`src/rtl/rr_decoder_select.sv`:
```
// rr_decoder_select
//   Round-robin select generator for a 2-to-4 decoder. Four request lines are
//   arbitrated and the winner's index is driven on the decoder select `w`,
//   with the decoder enabled by the active-low `e`. A grant is held until the
//   grantee signals done, drops its request, or the hold limit expires. Every
//   release is followed by at least one idle cycle with the decoder disabled.
//
// Parameters
//   MAX_HOLD : maximum cycles a grant is held (0 = unlimited, legal 0..255)
//   CNT_W    : hold counter width, 2**CNT_W must exceed MAX_HOLD
//
// Ports
//   clk      in   system clock, rising edge
//   rst      in   synchronous active-high reset
//   req      in   [3:0] request vector, bit i = channel i wants the decoder
//   done     in   grantee releases its grant (only looked at while granted)
//   w        out  [1:0] decoder select = granted channel index
//   e        out  decoder enable, active low (0 = grant valid)
//   busy     out  1 while a grant is active
//   hold_cnt out  [CNT_W-1:0] cycles elapsed in the current grant
module rr_decoder_select #(
  parameter int MAX_HOLD = 8,
  parameter int CNT_W    = 8
) (
  input  logic             clk,
  input  logic             rst,
  input  logic [3:0]       req,
  input  logic             done,
  output logic [1:0]       w,
  output logic             e,
  output logic             busy,
  output logic [CNT_W-1:0] hold_cnt
);

  typedef enum logic {
    IDLE  = 1'b0,
    GRANT = 1'b1
  } state_t;

  // Counter value at which the last cycle of a bounded grant is reached.
  localparam logic [CNT_W-1:0] HOLD_LAST = CNT_W'((MAX_HOLD == 0) ? 0 : MAX_HOLD - 1);
  localparam logic [CNT_W-1:0] CNT_MAX   = {CNT_W{1'b1}};

  state_t           state_reg, state_next;
  logic [1:0]       w_reg, w_next;
  logic [1:0]       ptr_reg, ptr_next;
  logic [CNT_W-1:0] hold_cnt_reg, hold_cnt_next;

  logic [1:0] pick;
  logic [1:0] idx;
  logic       any_req;
  logic       timeout;
  logic       release_now;

  // Priority search starting at ptr: walk the offsets from 3 down to 0 so the
  // last match written (smallest offset from ptr) wins.
  always_comb begin
    pick = ptr_reg;
    idx  = ptr_reg;
    for (int k = 3; k >= 0; k--) begin
      idx = ptr_reg + 2'(k);
      if (req[idx]) begin
        pick = idx;
      end
    end
  end

  assign any_req     = |req;
  assign timeout     = (MAX_HOLD != 0) && (hold_cnt_reg == HOLD_LAST);
  assign release_now = done || !req[w_reg] || timeout;

  always_comb begin
    state_next    = state_reg;
    w_next        = w_reg;
    ptr_next      = ptr_reg;
    hold_cnt_next = '0;
    case (state_reg)
      IDLE: begin
        // w keeps the last granted index so the select never moves while the
        // decoder is disabled.
        if (any_req) begin
          state_next = GRANT;
          w_next     = pick;
        end
      end
      GRANT: begin
        if (release_now) begin
          // Moving the pointer past the grantee is what makes a requester that
          // keeps its line high wait for everyone else.
          state_next = IDLE;
          ptr_next   = w_reg + 2'd1;
        end else if (hold_cnt_reg != CNT_MAX) begin
          hold_cnt_next = hold_cnt_reg + 1'b1;
        end else begin
          hold_cnt_next = hold_cnt_reg;
        end
      end
      default: begin
        state_next = IDLE;
      end
    endcase
  end

  always_ff @(posedge clk) begin
    if (rst) begin
      state_reg    <= IDLE;
      w_reg        <= 2'd0;
      ptr_reg      <= 2'd0;
      hold_cnt_reg <= '0;
    end else begin
      state_reg    <= state_next;
      w_reg        <= w_next;
      ptr_reg      <= ptr_next;
      hold_cnt_reg <= hold_cnt_next;
    end
  end

  // Outputs are straight decodes of registered state only.
  assign w        = w_reg;
  assign busy     = (state_reg == GRANT);
  assign e        = (state_reg != GRANT);
  assign hold_cnt = hold_cnt_reg;

endmodule

```
`config.mk`:
```
export PLATFORM = sky130hd
export DESIGN_NAME = rr_decoder_select
export DESIGN_NICKNAME = d
export VERILOG_FILES = /design/src/rtl/rr_decoder_select.sv
export SDC_FILE = /design/constraint.sdc
export NUM_CORES = 1
export LEC_CHECK = 0
export CORE_MARGIN = 8
export CORE_UTILIZATION = 24
export CTS_BUF_LIST = sky130_fd_sc_hd__clkbuf_2
export CTS_CLUSTER_DIAMETER = 80
export CTS_CLUSTER_SIZE = 24
export DETAILED_ROUTE_END_ITERATION = 6
export HOLD_SLACK_MARGIN = 0.02
export PLACE_DENSITY_LB_ADDON = 0.1
export SLEW_MARGIN = 20
export SYNTH_ARGS = -nofsm -noshare
export SYNTH_HDL_FRONTEND = slang
export SYNTH_SLANG_ARGS = --single-unit
export TNS_END_PERCENT = 50
```
`constraint.sdc`:
```
create_clock -name clk -period 2.11 [get_ports clk]
set_input_delay 0.5275 -clock clk [delete_from_list [all_inputs] [get_ports clk]]
set_output_delay 0.5275 -clock clk [all_outputs]
set_load 0.005 [all_outputs]
```
==> results by group, run 1 <==
Layout
  • Layout Utilization: 36.0%
  • Area grow syn2layout: 43.1%
  • Final #Nets: 117
  • Share of cells above drive strength 1: 14.8%
  • Max reg flops: 8
  • Ant diodes: 0
  • Non-filler cells, final: 139

Routing
  • Initial drt markers: 17
  • DRC viols: 0
  • 1st-pass router iterations: 4
  • Drt wl/cell: 13.3 microns
  • Antenna Violating Nets Remaining: 0
  • Vias/cell: 4.84
  • Final WL: 1850 microns
  • Via count: 673

Place
  • Placer Congestion: 0.796
  • Place WS: -0.128 ns
  • Placed cells: 135
  • Detail Placement HPWL: 1480 microns
  • Count of input and output buffers: 18

Clock tree
  • CTS H-tree depth: 1
  • CTS tree: yes
  • Root buffer cell: clkbuf_2
  • Clock Pin Slew Worst Setup and Hold Paths: 0.12 ns
  • Clk_lat worst skew: 0.25 ns
  • Post-CTS setup buffer count: 0
  • Cts bufs inserted: 3
  • Post-cts resize count: 0
  • Hold_buf cts: 0
  • Clk sink count: 13
  • Clk buf depth: 2

STA
  • Max Slew Vio Count: 0
  • Final period util: 91.5%
  • Max-slew headroom: 70.5%
  • Least-Margin Pin Slew: 0.437 ns
  • Final WS setup: 0.180 ns
  • Setup TNS: 0 ns
  • Final Hold Fails: 0
  • Unrepaired setup endpoints after global routing: false
  • Final min period: 1.93 ns
  • Max Freq: 518 MHz
  • Final clock skew: 0.000869 ns
  • Final setup viols: 0

Floorplan
  • Die ar.: 4860 sq um
  • Core area: 2760 sq um
  • Ports: 19
  • Initial core utilization: 25.1%
  • # rows: 19
  • Die Wd: 69.7 microns
  • Die Ht: 69.7 microns

Outcome
  • Status: finished, final reports clean

Synth
  • Synth warn: 0
  • Mean Syn Cell Area: 8.89 sq um
  • Synth Area in XOR/XNOR: 3.79%
  • EDFF count, synth: 0
  • Most used DFF post-synth: dfxtp_1
  • Post-synthesis compound-gate area fraction: 23.6%
  • Synth top cells by count: dfxtp_1 (13), nand2_1 (7), nor2_1 (7)
  • Synth Area in Simple Gates: 20.8%
  • Synth top area share: 37.5%
  • Area contributors post-synth: dfxtp_1 (38%), mux2i_1 (4.3%), mux4_1 (3.8%)
  • Ys async rst share: 0%
  • Post-Synth Adder-Cell Area: 1.81%
  • Post-synthesis cell count: 78
  • Cell taking the most area after synthesis: dfxtp_1
  • Register area share after synthesis: 37.5%
  • Most numerous cell in the Yosys netlist: dfxtp_1
  • Largest family of logic cells by synthesized area: compound AO/OA/AOI/OAI gates
  • Mux cell area share after synthesis: 8.12%
  • Syn_nets: 86
  • Syn Std Cell Area: 693 sq um
  • Netlist cell types: 32
  • FF+latch count, synth: 13

Setup path
  • Crit. End Element: flip-flop
  • Worst Path Arrival: 2.08 ns
  • Critical-path maximum fanout: 9
  • CP Launch Type: input pin
  • RR Startpoint: w[1]
  • Worst Setup Path Type: input pin to flip-flop
  • FF-to-FF path depth: 4
  • CP endpoint: busy
  • Crit path from: req[2]
  • RR Endpoint: busy
  • Worst EP required: 2.26 ns
  • R2R setup slack: 0.35 ns

Hold path
  • HP Class: flip-flop to flip-flop

Global route
  • Largest net degree at the start of global routing: 10
  • Vias in the first global route: 639
  • GR Overflow Total: 0
  • Overall Global Routing Usage: 7.70%
  • Global-route wire length before repair: 3150 microns
  • Initial antenna violation count: 0

Pwr
  • Pwr Total: 513 uW
  • PD cells: 517 nW/um^2
  • Leak: 0.362 nW
  • Maximum vdd drop: 0.000407 V

Job
  • Max Cap Viol: 0
-- per-layer routing --
metal | GRT usage (%) | vias up | part of all wire (%)
li1 | - | 352 | -
met1 | 10.5 | 314 | 51
met2 | 10.9 | 5 | 45
met3 | 3.43 | 2 | 3.0
met4 | 1.34 | 0 | 0.81
met5 | 0 | - | 0
-- kinds of logic after synthesis --
| logic type | after synthesis |
|---|---|
| mux | 4 |
| fa+ha+maj | 1 |
| compound gates | 22 |
| buf+inv | 7 |
| xor+xnor | 3 |
| simple gates | 28 |
| flops | 13 |
-- placed cells by master, fill, tap and decap left out --
cell type and count:
clkdlybuf4s50_1 18, dfxtp_1 13, buf_4 9, nand2_1 7
nor2_1 7, inv_1 6, a21oi_1 5, o21ai_0 5
clkbuf_2 4, mux2i_1 3, nor3_1 3, nand3_1 2
nand4_1 2, nor2b_1 2, a31oi_1 2, xor2_1 2
or4_4 1, mux4_1 1, o311ai_4 1, xnor2_1 1
a311oi_1 1, or3_1 1, and4_1 1, a211o_2 1
o31ai_1 1, a21boi_0 1, o221ai_1 1, o41ai_1 1
nor4b_1 1, and3_1 1, o211ai_1 1, a21o_1 1
a221oi_1 1, ha_1 1
-- power breakdown --
part           internal [mW]  leakage [nW]  switching, mW  total, mW
registers              0.258         0.106         0.0182      0.276
clock network         0.0503        0.0166         0.0778      0.128
logic                 0.0662         0.240         0.0427      0.109
-- worst max-delay path, cell delays in order --
cell	delay (ns)
clkdlybuf4s50_1	0.42
mux4_1	0.57
o311ai_4	0.11
or3_1	0.32
o21ai_0	0.12
-- worst min-delay path by stage --
stage	start	endpoint	slack, ns	depth (start not counted)
CTS	hold_cnt[1]	hold_cnt[1]	0.52	2
floorplan	hold_cnt[1]	hold_cnt[1]	0.48	2
finish	hold_cnt[1]	hold_cnt[1]	0.52	2
global route	hold_cnt[1]	hold_cnt[1]	0.57	2
global placement	hold_cnt[1]	hold_cnt[1]	0.51	2
detailed placement	hold_cnt[1]	hold_cnt[1]	0.50	2
-- cell type report --
type,instances,area [sq um]
Fill cell,295,1770
Multi-Input combinational cell,58,403
Sequential cell,13,260
Timing Repair Buffer,27,248
Tap cell,31,38.8
Inverter,6,22.5
Clock buffer,4,20.0
-- through the flow --
step                      area, sq um  hold slack (ns)
after floorplan                   693            0.484
after global placement            972            0.507
after detailed placement          972            0.503
after CTS                         992            0.522
after global routing              992            0.573
final                             992            0.519
No activity file was read; power rests on OpenSTA's default activity.
==> run 2, diff against run 1 <==
--- a/config.mk
+++ b/config.mk
@@ -13,6 +13,7 @@
 export DETAILED_ROUTE_END_ITERATION = 6
 export HOLD_SLACK_MARGIN = 0.02
 export PLACE_DENSITY_LB_ADDON = 0.1
+export SKIP_CTS_REPAIR_TIMING = 1
 export SLEW_MARGIN = 20
 export SYNTH_ARGS = -nofsm -noshare
 export SYNTH_HDL_FRONTEND = slang
==> constraint.sdc (replaced) <==
create_clock -name clk -period 2.1 [get_ports clk]
set_input_delay 0.525 -clock clk [delete_from_list [all_inputs] [get_ports clk]]
set_output_delay 0.525 -clock clk [all_outputs]
set_load 0.005 [all_outputs]
==> results by group, run 2 (synthesis results as in run 1) <==
Outcome
  • Status: finished, final reports clean

Clock tree
  • CTS H-tree depth: 1 (unchanged)
  • Clk buf depth: 2 (unchanged)
  • Clk sink count: 13 (unchanged)
  • Root buffer cell: clkbuf_2
  • CTS tree: yes
  • Clock Pin Slew Worst Setup and Hold Paths: 0.13 ns (about the same)
  • Cts bufs inserted: 3 (unchanged)
  • Clk_lat worst skew: 0.26 ns (about the same)

Pwr
  • Leak: 0.362 nW (unchanged)
  • PD cells: 525 nW/um^2 (+1.4%)
  • Maximum vdd drop: 0.000373 V (-8.4%)
  • Pwr Total: 520 uW (+1.4%)

Place
  • Placer Congestion: 0.796 (about the same)
  • Detail Placement HPWL: 1520 microns (+2.3%)
  • Count of input and output buffers: 18 (unchanged)
  • Placed cell area: 972 sq um (unchanged)

STA
  • Final min period: 1.93 ns
  • Unrepaired setup endpoints after global routing: false
  • Final setup viols: 0 (unchanged)
  • Final Hold Fails: 0 (unchanged)
  • Max Freq: 519 MHz
  • Setup TNS: 0 ns (unchanged)
  • Final period util: 91.7%
  • Final clock skew: 0.00758 ns (+0.00671 ns)
  • Max-slew headroom: 69.8% (-0.67 points)
  • Max Slew Vio Count: 0 (unchanged)
  • WHS: 0.524 ns (+0.00517 ns)
  • Least-Margin Pin Slew: 0.447 ns (+0.00992 ns)

Layout
  • Ant diodes: 0 (unchanged)
  • Max reg flops: 8 (unchanged)
  • # fillers: 300 (+1.7%)
  • Area grow syn2layout: 43.1% (unchanged)
  • Design area: 992 sq um (unchanged)
  • Commonest non-fill, non-tap cells in the layout: clkdlybuf4s50_1 (18), dfxtp_1 (13), buf_4 (9)
  • Final #Nets: 117 (unchanged)
  • Commonest non-fill, non-tap cell in the layout: clkdlybuf4s50_1
  • Share of cells above drive strength 1: 14.8% (unchanged)
  • Layout Utilization: 36.0% (unchanged)

Routing
  • 1st-pass router iterations: 4 (unchanged)
  • Final WL: 1900 microns (+3.0%)
  • Drt wl/cell: 13.7 microns (+3.0%)
  • Vias/cell: 4.99 (+3.0%)
  • Initial drt markers: 28 (+11)
  • Via count: 693 (+3.0%)
  • Antenna Violating Nets Remaining: 0 (unchanged)
  • DRC viols: 0 (unchanged)

Job
  • Max Cap Viol: 0 (unchanged)

Floorplan
  • Ports: 19 (unchanged)
  • # rows: 19 (unchanged)
  • Initial core utilization: 25.1% (unchanged)
  • Die ar.: 4860 sq um (unchanged)
  • Die Wd: 69.7 microns (unchanged)
  • Die Ht: 69.7 microns (unchanged)
  • Core area: 2760 sq um (unchanged)

Setup path
  • Slowest-stage cell, CP: mux4_1
  • Crit path largest cell delay: 0.55 ns (-0.02 ns)
  • FF-to-FF path depth: 4 (unchanged)
  • Buffer and inverter count on the worst path: 1 (unchanged)
  • Crit. End Element: flip-flop
  • RR Startpoint: hold_cnt[5]
  • Worst Setup Path Type: input pin to flip-flop
  • CP Launch Type: input pin
  • Worst EP required: 2.25 ns (about the same)
  • R2R setup slack: 0.33 ns (-0.02 ns)
  • Critical path, cell by cell: clkdlybuf4s50_1 > mux4_1 > o311ai_4 > or3_1 > o21ai_0
  • Cell family with most CP delay: multiplexers
  • RR Endpoint: busy
  • Worst Path Arrival: 2.07 ns (about the same)
  • Critical-path maximum fanout: 9 (unchanged)

Hold path
  • Hold path cells: 2 (unchanged)
  • Hold endpoint: hold_cnt[1]
  • HP Start: hold_cnt[1]
  • HP Class: flip-flop to flip-flop

Global route
  • Global-route wire length before repair: 3150 microns (+0.22%)
  • Initial antenna violation count: 0 (unchanged)
  • Largest net degree at the start of global routing: 10 (unchanged)
  • Overall Global Routing Usage: 7.88% (+0.18 points)
  • Vias in the first global route: 616 (-3.6%)
  • GR Overflow Total: 0 (unchanged)
## run 2: cell counts in the layout (fill, tap and decap cells not counted)
Identical to the previous run, type by type.
## run 2: how the worst max path moves through the flow
stage / start / to / slack, ns / cells past startpoint
floorplan: hold_cnt[4] / busy / 0.41 / 5
global placement: req[2] / busy / -0.10 / 5
detailed placement: req[2] / busy / -0.13 / 5
CTS: req[2] / busy / 0.18 / 5
global route: req[2] / ptr_reg[1] / 0.08 / 6
finish: req[1] / busy / 0.17 / 5
## run 2: metrics by stage
step / setup WS [ns] / instances
2_1_floorplan: 0.413 / 78
3_3_place_gp: -0.104 / 135
3_5_place_dp: -0.129 / 135
4_1_cts: 0.184 / 139
5_1_grt: 0.0784 / 139
6_report: 0.173 / 139
## run 2: layout make-up
class	instances	area [sq um]	area share, %
clock buffer	4	20.0	2.02
inverter	6	22.5	2.27
multi-input combinational	58	403	40.6
sequential	13	260	26.2
tap	31	38.8	3.91
timing repair buffer	27	248	25.0
## run 2: worst reg2reg max path: stages (launching register included)
cell      delay (ns)
dfxtp_1         0.40
or4_4           0.52
o311ai_4        0.28
or3_1           0.33
o21ai_0         0.13
## run 2: report_power, final
| part | leakage, nW | switching (mW) | internal (mW) |
|---|---|---|---|
| Sequential | 0.106 | 0.0184 | 0.259 |
| Combinational | 0.240 | 0.0426 | 0.0665 |
| Clock | 0.0166 | 0.0830 | 0.0506 |
| Total | 0.362 | 0.144 | 0.376 |
## run 2: layer usage
metal	global-route usage, %	share of wire, %	up-vias
met5	0	0	-
met2	10.7	45	13
met1	11.3	49	325
met4	2.01	0.79	0
met3	2.72	5.3	2
li1	-	-	353
==> run 3, diff against run 2 <==
--- a/config.mk
+++ b/config.mk
@@ -11,6 +11,7 @@
 export CTS_CLUSTER_DIAMETER = 80
 export CTS_CLUSTER_SIZE = 24
 export DETAILED_ROUTE_END_ITERATION = 6
+export GPL_ROUTABILITY_DRIVEN = 0
 export HOLD_SLACK_MARGIN = 0.02
 export PLACE_DENSITY_LB_ADDON = 0.1
 export SKIP_CTS_REPAIR_TIMING = 1
==> results of run 3 <==
No change in the layout: final DEF, timing and power equal those of run 2.
